### config.mk
export PLATFORM = sky130hd
export DESIGN_NAME = ped_crossing_ctrl
export DESIGN_NICKNAME = d
export VERILOG_FILES = /design/src/rtl/ped_crossing_ctrl.sv
export SDC_FILE = /design/constraint.sdc
export NUM_CORES = 1
export LEC_CHECK = 0
export ABC_AREA = 1
export CAP_MARGIN = 20
export CORE_MARGIN = 2
export CORE_UTILIZATION = 45
export DETAILED_ROUTE_END_ITERATION = 6
export PLACE_DENSITY = 0.73
export SYNTH_ARGS = -nofsm -noshare
export SYNTH_HDL_FRONTEND = slang
export SYNTH_SLANG_ARGS = --single-unit
### constraint.sdc
create_clock -name clk -period 2.1 [get_ports clk]
set_clock_uncertainty 0.2 [all_clocks]
set_input_delay 0.42 -clock clk [delete_from_list [all_inputs] [get_ports clk]]
set_output_delay 0.42 -clock clk [all_outputs]
set_load 0.01 [all_outputs]
### src/rtl/ped_crossing_ctrl.sv
// ped_crossing_ctrl: pedestrian WALK / flashing DON'T-WALK controller slaved to the
// vehicle light FSM, with request latching and illegal-light fault detection.
module ped_crossing_ctrl #(
    parameter int CNT_W     = 32,
    parameter int FLASH_DIV = 2
) (
    input  logic             clk,
    input  logic             reset,
    input  logic             greenlt,
    input  logic             yellowlt,
    input  logic             redlt,
    input  logic             ped_btn,
    input  logic [CNT_W-1:0] walk_cycles,
    input  logic [CNT_W-1:0] flash_cycles,
    output logic             walk,
    output logic             dont_walk,
    output logic             ped_wait,
    output logic [CNT_W-1:0] countdown,
    output logic             fault
);
    typedef enum logic [2:0] {S_IDLE, S_WAIT, S_WALK, S_FLASH, S_CLEAR, S_FAULT} state_t;

    state_t           state_q, state_d;
    logic             req_q, req_d, redlt_q, btn_q, blink_q, blink_d, legal_q, legal_d;
    logic [CNT_W-1:0] cnt_q, cnt_d, countdown_q, countdown_d;
    logic [7:0]       div_q, div_d;
    logic             walk_q, walk_d, dont_walk_q, dont_walk_d, fault_q, fault_d;
    logic             press, red_rise, red_fall, legal, div_wrap;

    assign press    = ped_btn & ~btn_q;
    assign red_rise = redlt & ~redlt_q;
    assign red_fall = ~redlt & redlt_q;
    assign legal    = $onehot({greenlt, yellowlt, redlt});
    assign div_wrap = div_q == 8'(FLASH_DIV - 1);

    always_comb begin
        state_d = state_q;
        req_d   = req_q | (press & (state_q != S_FAULT));
        cnt_d   = cnt_q;
        blink_d = blink_q;
        div_d   = div_q;
        legal_d = legal_q;
        if (!legal) begin
            state_d = S_FAULT;
            req_d   = 1'b0;
            cnt_d   = '0;
            legal_d = 1'b0;
        end else begin
            case (state_q)
                S_IDLE: state_d = req_d ? S_WAIT : S_IDLE;
                S_WAIT: if (red_rise) begin
                    req_d   = 1'b0;
                    cnt_d   = (walk_cycles == '0) ? CNT_W'(1) : walk_cycles;
                    state_d = S_WALK;
                end
                S_WALK: if (red_fall) begin
                    state_d = S_IDLE;
                    cnt_d   = '0;
                end else if (cnt_q == CNT_W'(1)) begin
                    state_d = (flash_cycles != '0) ? S_FLASH : S_CLEAR;
                    cnt_d   = flash_cycles;
                    blink_d = 1'b1;
                    div_d   = 8'd0;
                end else if (cnt_q != '0) begin
                    cnt_d = cnt_q - CNT_W'(1);
                end
                S_FLASH: if (red_fall || cnt_q == CNT_W'(1)) begin
                    state_d = red_fall ? S_IDLE : S_CLEAR;
                    cnt_d   = '0;
                end else begin
                    cnt_d   = (cnt_q != '0) ? cnt_q - CNT_W'(1) : cnt_q;
                    div_d   = div_wrap ? 8'd0 : div_q + 8'd1;
                    blink_d = div_wrap ? ~blink_q : blink_q;
                end
                S_CLEAR: state_d = redlt ? S_CLEAR : S_IDLE;
                S_FAULT: begin
                    // two consecutive legal non-red samples release the fault
                    req_d   = 1'b0;
                    legal_d = ~redlt;
                    state_d = (legal_q && !redlt) ? S_IDLE : S_FAULT;
                end
                default: state_d = S_IDLE;
            endcase
        end
        walk_d      = state_d == S_WALK;
        dont_walk_d = (state_d == S_WALK) ? 1'b0 : (state_d == S_FLASH) ? blink_d : 1'b1;
        countdown_d = (state_d == S_WALK || state_d == S_FLASH) ? cnt_d : '0;
        fault_d     = state_d == S_FAULT;
    end

    always_ff @(posedge clk or negedge reset) begin
        if (!reset) begin
            state_q     <= S_IDLE;
            req_q       <= 1'b0;
            redlt_q     <= 1'b0;
            btn_q       <= 1'b0;
            cnt_q       <= '0;
            blink_q     <= 1'b1;
            div_q       <= 8'd0;
            legal_q     <= 1'b0;
            walk_q      <= 1'b0;
            dont_walk_q <= 1'b1;
            countdown_q <= '0;
            fault_q     <= 1'b0;
        end else begin
            state_q     <= state_d;
            req_q       <= req_d;
            redlt_q     <= redlt;
            btn_q       <= ped_btn;
            cnt_q       <= cnt_d;
            blink_q     <= blink_d;
            div_q       <= div_d;
            legal_q     <= legal_d;
            walk_q      <= walk_d;
            dont_walk_q <= dont_walk_d;
            countdown_q <= countdown_d;
            fault_q     <= fault_d;
        end
    end

    assign walk      = walk_q;
    assign dont_walk = dont_walk_q;
    assign ped_wait  = req_q;
    assign countdown = countdown_q;
    assign fault     = fault_q;
endmodule

# ---- Word-level counts from Yosys, hierarchy flattened
# Index checks and enable logic that the tools add are counted.
# Widths: inputs -> output; s select.
dict set report totals {
  regBits 83
  input_bits 70
  word_cells 89
}
dict set report op_classes {
  add_sub_neg 4
  n_eq_ne 16
  muxes 38
  bitwise 9
  reduce_logical 10
}
# op n
set op_table {}
lappend op_table {{$mux 32} 8}
lappend op_table {{$pmux 32 s3} 1}
lappend op_table {{$reduce_bool 32->1} 2}
lappend op_table {{$eq 32x1->1 const B} 1}
lappend op_table {{$logic_not 32->1} 1}
lappend op_table {{$mux 8} 4}
lappend op_table {{$sub 32x1->32 const B} 1}
lappend op_table {{$mux 3} 9}
lappend op_table {{$pmux 3 s6} 1}
lappend op_table {{$pmux 8 s2} 1}
lappend op_table {{$eq 3x2->1 const B} 4}
lappend op_table {{$mux 1} 12}
lappend op_table {{$eq 3x3->1 const B} 3}
lappend op_table {{$add 8x1->8 const B} 1}
lappend op_table {{$eq 8x1->1 const B} 1}
lappend op_table {{$ne 2x2->1 const B} 3}
lappend op_table {{$reduce_and 5->1} 1}
lappend op_table {{$and 1x1->1} 4}
lappend op_table {{$not 1->1} 4}
lappend op_table {{$pmux 1 s2} 2}
lappend op_table {{$eq 3x1->1 const B} 1}
lappend op_table {{$logic_not 3->1} 1}
lappend op_table {{$ne 3x3->1 const B} 1}
lappend op_table {{$add 1x1->2} 1}
lappend op_table {{8 further kinds} 9}

# ---- Logic depth before layout (Yosys ltp)
dict set report depth {
  ltp_word 10
  depth_mapped 15
  depth_no_buf 15
}

# ---- Worst setup path after synthesis
# Ideal clock, no wire load.
dict set report synth_timing {
  kind {input-to-reg}
  from {input port redlt}
  to {register countdown_q[13] (netlist: countdown[13])}
  t_arrival_ps 2163
  required_time_ps 1831
  setup_slack_ps -331
  cell_stages 8
  path_buffers 1
  path_cell_list {inv_1 > fa_1 > nor2_2 > clkinv_1 > dlygate4sd1_1 > a21oi_1 > nand2_2 > nor2_2}
}
dict set report synth_between {
  elab_chain_cells 9
  word_cells_on_any_way 26
  cone_classes {2 x add/sub; 3 x eq/ne; 14 x mux; 3 x bitwise; 4 x reduce/logical}
}
# item line
set synth_lines {}
lappend synth_lines {{start, declared} 11} ;# input logic redlt,
lappend synth_lines {{$not 1->1} 32} ;# assign red_fall = ~redlt & redlt_q;
lappend synth_lines {{$and 1x1->1} 32}
lappend synth_lines {{$mux 3 / $logic_or 1x1->1 (equally long branches)} {68, 67}}
lappend synth_lines {{$mux 3} 67} ;# S_FLASH: if (red_fall || cnt_q == CNT_W'(1)) begin
lappend synth_lines {{$pmux 3 s6} 49} ;# case (state_q)
lappend synth_lines {{$mux 3} 43} ;# if (!legal) begin
lappend synth_lines {{$eq 3x2->1} 87} ;# countdown_d = (state_d == S_WALK || state_d == S_FLASH) ? cnt_d : '0;
lappend synth_lines {{$logic_or 1x1->1} 87}
lappend synth_lines {{$mux 32 *} 87}
lappend synth_lines {{net countdown_d[13]} 25} ;# logic [CNT_W-1:0] cnt_q, cnt_d, countdown_q, countdown_d;
lappend synth_lines {{end signal, assigned} 116} ;# countdown_q <= countdown_d;
lappend synth_lines {{end, declared} 25}
# The timed path passes the listed nets; every way through them passes the cells marked *.
# A chain may end at the register's enable or synchronous reset.

# ---- Worst setup path after layout
dict set report layout_timing {
  from {register cnt_q[4]}
  to {register countdown_q[5] (netlist: countdown[5])}
}
dict set report layout_between {
  elab_chain_cells 8
  word_cells_on_any_way 19
  cone_classes {1 x add/sub; 3 x eq/ne; 12 x mux; 3 x reduce/logical}
}
# item line
set layout_lines {}
lappend layout_lines {{start, declared} 25}
lappend layout_lines {{start signal, assigned} 110} ;# cnt_q <= cnt_d;
lappend layout_lines {{branches (longest 7 deep; another with $sub 32x1->32)} -}
lappend layout_lines {{$mux 32 *} 87}
lappend layout_lines {{net countdown_d[5]} 25}
# Mark *: on every way through the listed nets, which the timed path passes.

==> results.md <==
- Initial antenna violation count: 0
- Final Max Tran Viols: 0
- Hold Path End: redlt_q$_DFF_PN0_
- Setup WS pre-CTS: -0.4332 ns
- First-pass GRT wire length: 32700 um
- Main combinational cell family by area after synthesis: simple AND/OR/NAND/NOR gates
- Core area: 0.01314 mm2
- Slew headroom: 69.26%
- Arrival time worst endpoint: 2.23 ns
- Hold Path Stages: 2
- Maxcap violations: 0
- Post-route insts no fill: 1334
- Slowest cell on crit path: dfrtp_1
- Hold Slack: 0.2495 ns
- Routed Antenna Nets: 0
- DRT Pass-1 Iters: 7
- Post-Synth XOR/XNOR Area: 1.602%
- Via count: 6888
- Placed cell area: 0.008234 mm2
- WL/cell: 15.89 um
- Worst Slack Setup Final: -0.04933 ns
- Peak VDD IR: 0.3703 mV
- Tightest Pin Transition: 0.4612 ns
- Failing checks: DRC, setup timing
- TritonCTS Buffers: 9
- PwrDens: 573.9 mW/mm2
- Origin of the worst min-delay path: redlt
- HPWL after DPL: 15240 um
- Fillers: 1099
- Max frequency: 465.3 MHz
- Syn_nets: 982
- Dpl cells: 1303
- Final Hold Fails: 0
- Final setup fails: 7
- CTS HTree Levels: 3
- Sequential fraction of the synthesis area: 34.59%
- Gp weighted congestion: 0.9729
- Total Routing Usage GR: 29.45%
- Synth Area in Adders: 1.374%
- P_leak: 0.004787 uW
- Worst Setup SP: cnt_q[4]$_DFF_PN0_
- Die Width: 119.6 um
- Fin crit period: 2.149 ns
- Mapped Cells: 906
- Area share of the largest cell type after synthesis: 33.71%
- Vias in the first global route: 6680
- PortBufs: 105
- RSZ-0062 raised after global routing: yes
- Top cells by count, synth: nand2_1, inv_1, nor2_1
- Max Root-Sink Buffers: 2
- TritonCTS Sinks: 83
- Worst-path clk slew: 0.06 ns
- Flop and latch count out of synthesis: 83
- Vias/cell: 5.163
- FF-to-FF End: countdown[5]$_DFF_PN0_
- Compound-cell area share of the yosys netlist: 10.36%
- Count of cell types in the netlist: 44
- Core Rows: 42
- Reg-to-reg startpoint: cnt_q[4]$_DFF_PN0_
- Total gr overflow: 0
- Setup CP Type: flip-flop to flip-flop
- Final worst-path cycle share: 102.3%
- Avg Cell Area, Syn: 6.636 um2
- Ant diodes: 0
- Synth async-reset ratio: 100.0%
- Fin Setup TNS: -0.1086 ns
- Post-Synth Simple-Gate Area: 37.79%
- Final wirelength: 21190 um
- Ports: 106
- Max stage delay on crit path: 0.43 ns
- CTS tree: yes
- Worst skew pair latency: 0.35 ns
- Worst setup EP type: flip-flop
- Pin count of the biggest net entering global routing: 84
- R2R Setup Slk: -0.05 ns
- Worst path cell trace: nor2_2, nand2_2, nor2_4, nand3_2, nor2_4, nand3_4, buf_8, nor2_1, o21ai_0, nand2_1, nand2_1, nor2_1
- Data required, critical path: 2.18 ns
- Layout Nets: 1229
- Die area: 0.01430 mm2
- Post-Syn Area: 0.006012 mm2
- Most used standard cell by instance count after synthesis: nand2_1
- Outcome: finished, violations left
- Crit-path max FO: 8
- Main synth FF type: dfrtp_1
- Design area: 0.009129 mm2
- Root Buffer: clkbuf_16
- Initial core utilization: 45.76%
- Area Growth Syn to Fin: 51.84%
- DR iter-0 viols: 509
- Reg2reg path depth: 12
- Post-synthesis mux area share: 0%
- Synth area leader: dfrtp_1
- Crit path launch type: flip-flop
- Main area contributors after synthesis: dfrtp_1, nand2_1, inv_1
- Yosys warning count: 0
- Share of cells above drive strength 1: 29.53%
- Hold Path Class: primary input to flip-flop
- EDFF count, synth: 0
- # DRC: 25
- Die Y: 119.6 um
## logic make-up after synthesis
kind of cell / Yosys count
adders and majority gates: 6
buffers and inverters: 195
DFF: 83
xor gates and xnor gates: 11
AOI/OAI and AO/OA: 99
and+or+nand+nor: 512
## worst max-delay path by stage
stage / end / slack [ns] / cells past startpoint
floorplan: countdown[26]$_DFF_PN0_ / 0.02 / 8
global placement: dont_walk$_DFF_PN1_ / -0.37 / 12
detailed placement: fault$_DFF_PN0_ / -0.43 / 12
CTS: countdown[30]$_DFF_PN0_ / -0.01 / 11
global route: countdown[8]$_DFF_PN0_ / -0.11 / 12
finish: countdown[5]$_DFF_PN0_ / -0.05 / 12
## final cells by class
cell class,instances,area (um2),area share [%]
tap,176,220.2,2.412
sequential,83,2087,22.86
clock inverter,4,72.57,0.7950
multi-input combinational,630,3422,37.49
inverter,169,654.4,7.168
clock buffer,12,256.5,2.810
timing repair buffer,260,2416,26.47
## state kept, by name, summed over array words and instances (netlist names)
register / cells
dont_walk: 1
blink_q: 1
countdown: 32
btn_q: 1
state_q: 3
div_q: 8
legal_q: 1
cnt_q: 32
walk: 1
fault: 1
ped_wait: 1
redlt_q: 1
## routing by layer
metal	share of wire, %	vias to the layer above	track usage [%]	routed length (um)
li1	-	3339	-	-
met5	0	-	0	0
met2	48	309	48.86	10160
met3	7.6	60	4.087	1600
met4	3.6	0	12.94	754
met1	41	3180	38.41	8683
## metrics by stage
step / total power (uW) / util (%)
final: 5239 / 69.49
after detailed placement: 3211 / 62.68
after CTS: 5055 / 66.73
after global placement: 3201 / 62.68
after floorplan: 2531 / -
after global routing: 5493 / 69.49
## cell usage in the layout (no fill, tap or decap), types with 25 or more instances in the layout
master,count
a21oi_1,34
nand4_1,33
nand3_1,38
inv_1,149
nor2_1,97
dfrtp_1,75
nand2_1,201
buf_4,135
nor2_2,49
clkdlybuf4s50_1,101
nand2_2,52
o221ai_1,25
## report_power, final
group	internal, uW	switching, uW	leakage, uW
Sequential	1620	20.4	0.00110
Clock	1100	650	0.000159
Combinational	835	1010	0.00353
## critical path, delay by kind of cell, from the launching register on
kind	cells	cell delay [ns]
simple gates	10	1.16
flops	1	0.43
buf+inv	1	0.18
compound gates	1	0.11
## what timing repair did
action	in CTS	in global routing
endpoints found under the setup margin	75	78
hold endpoints to repair	81	0
pin swaps	11	12
hold buffers	1	0
buffers inserted	3	7
gates resized for setup	53	98
gates cloned	2	2
(Power assumes the default switching activity.)
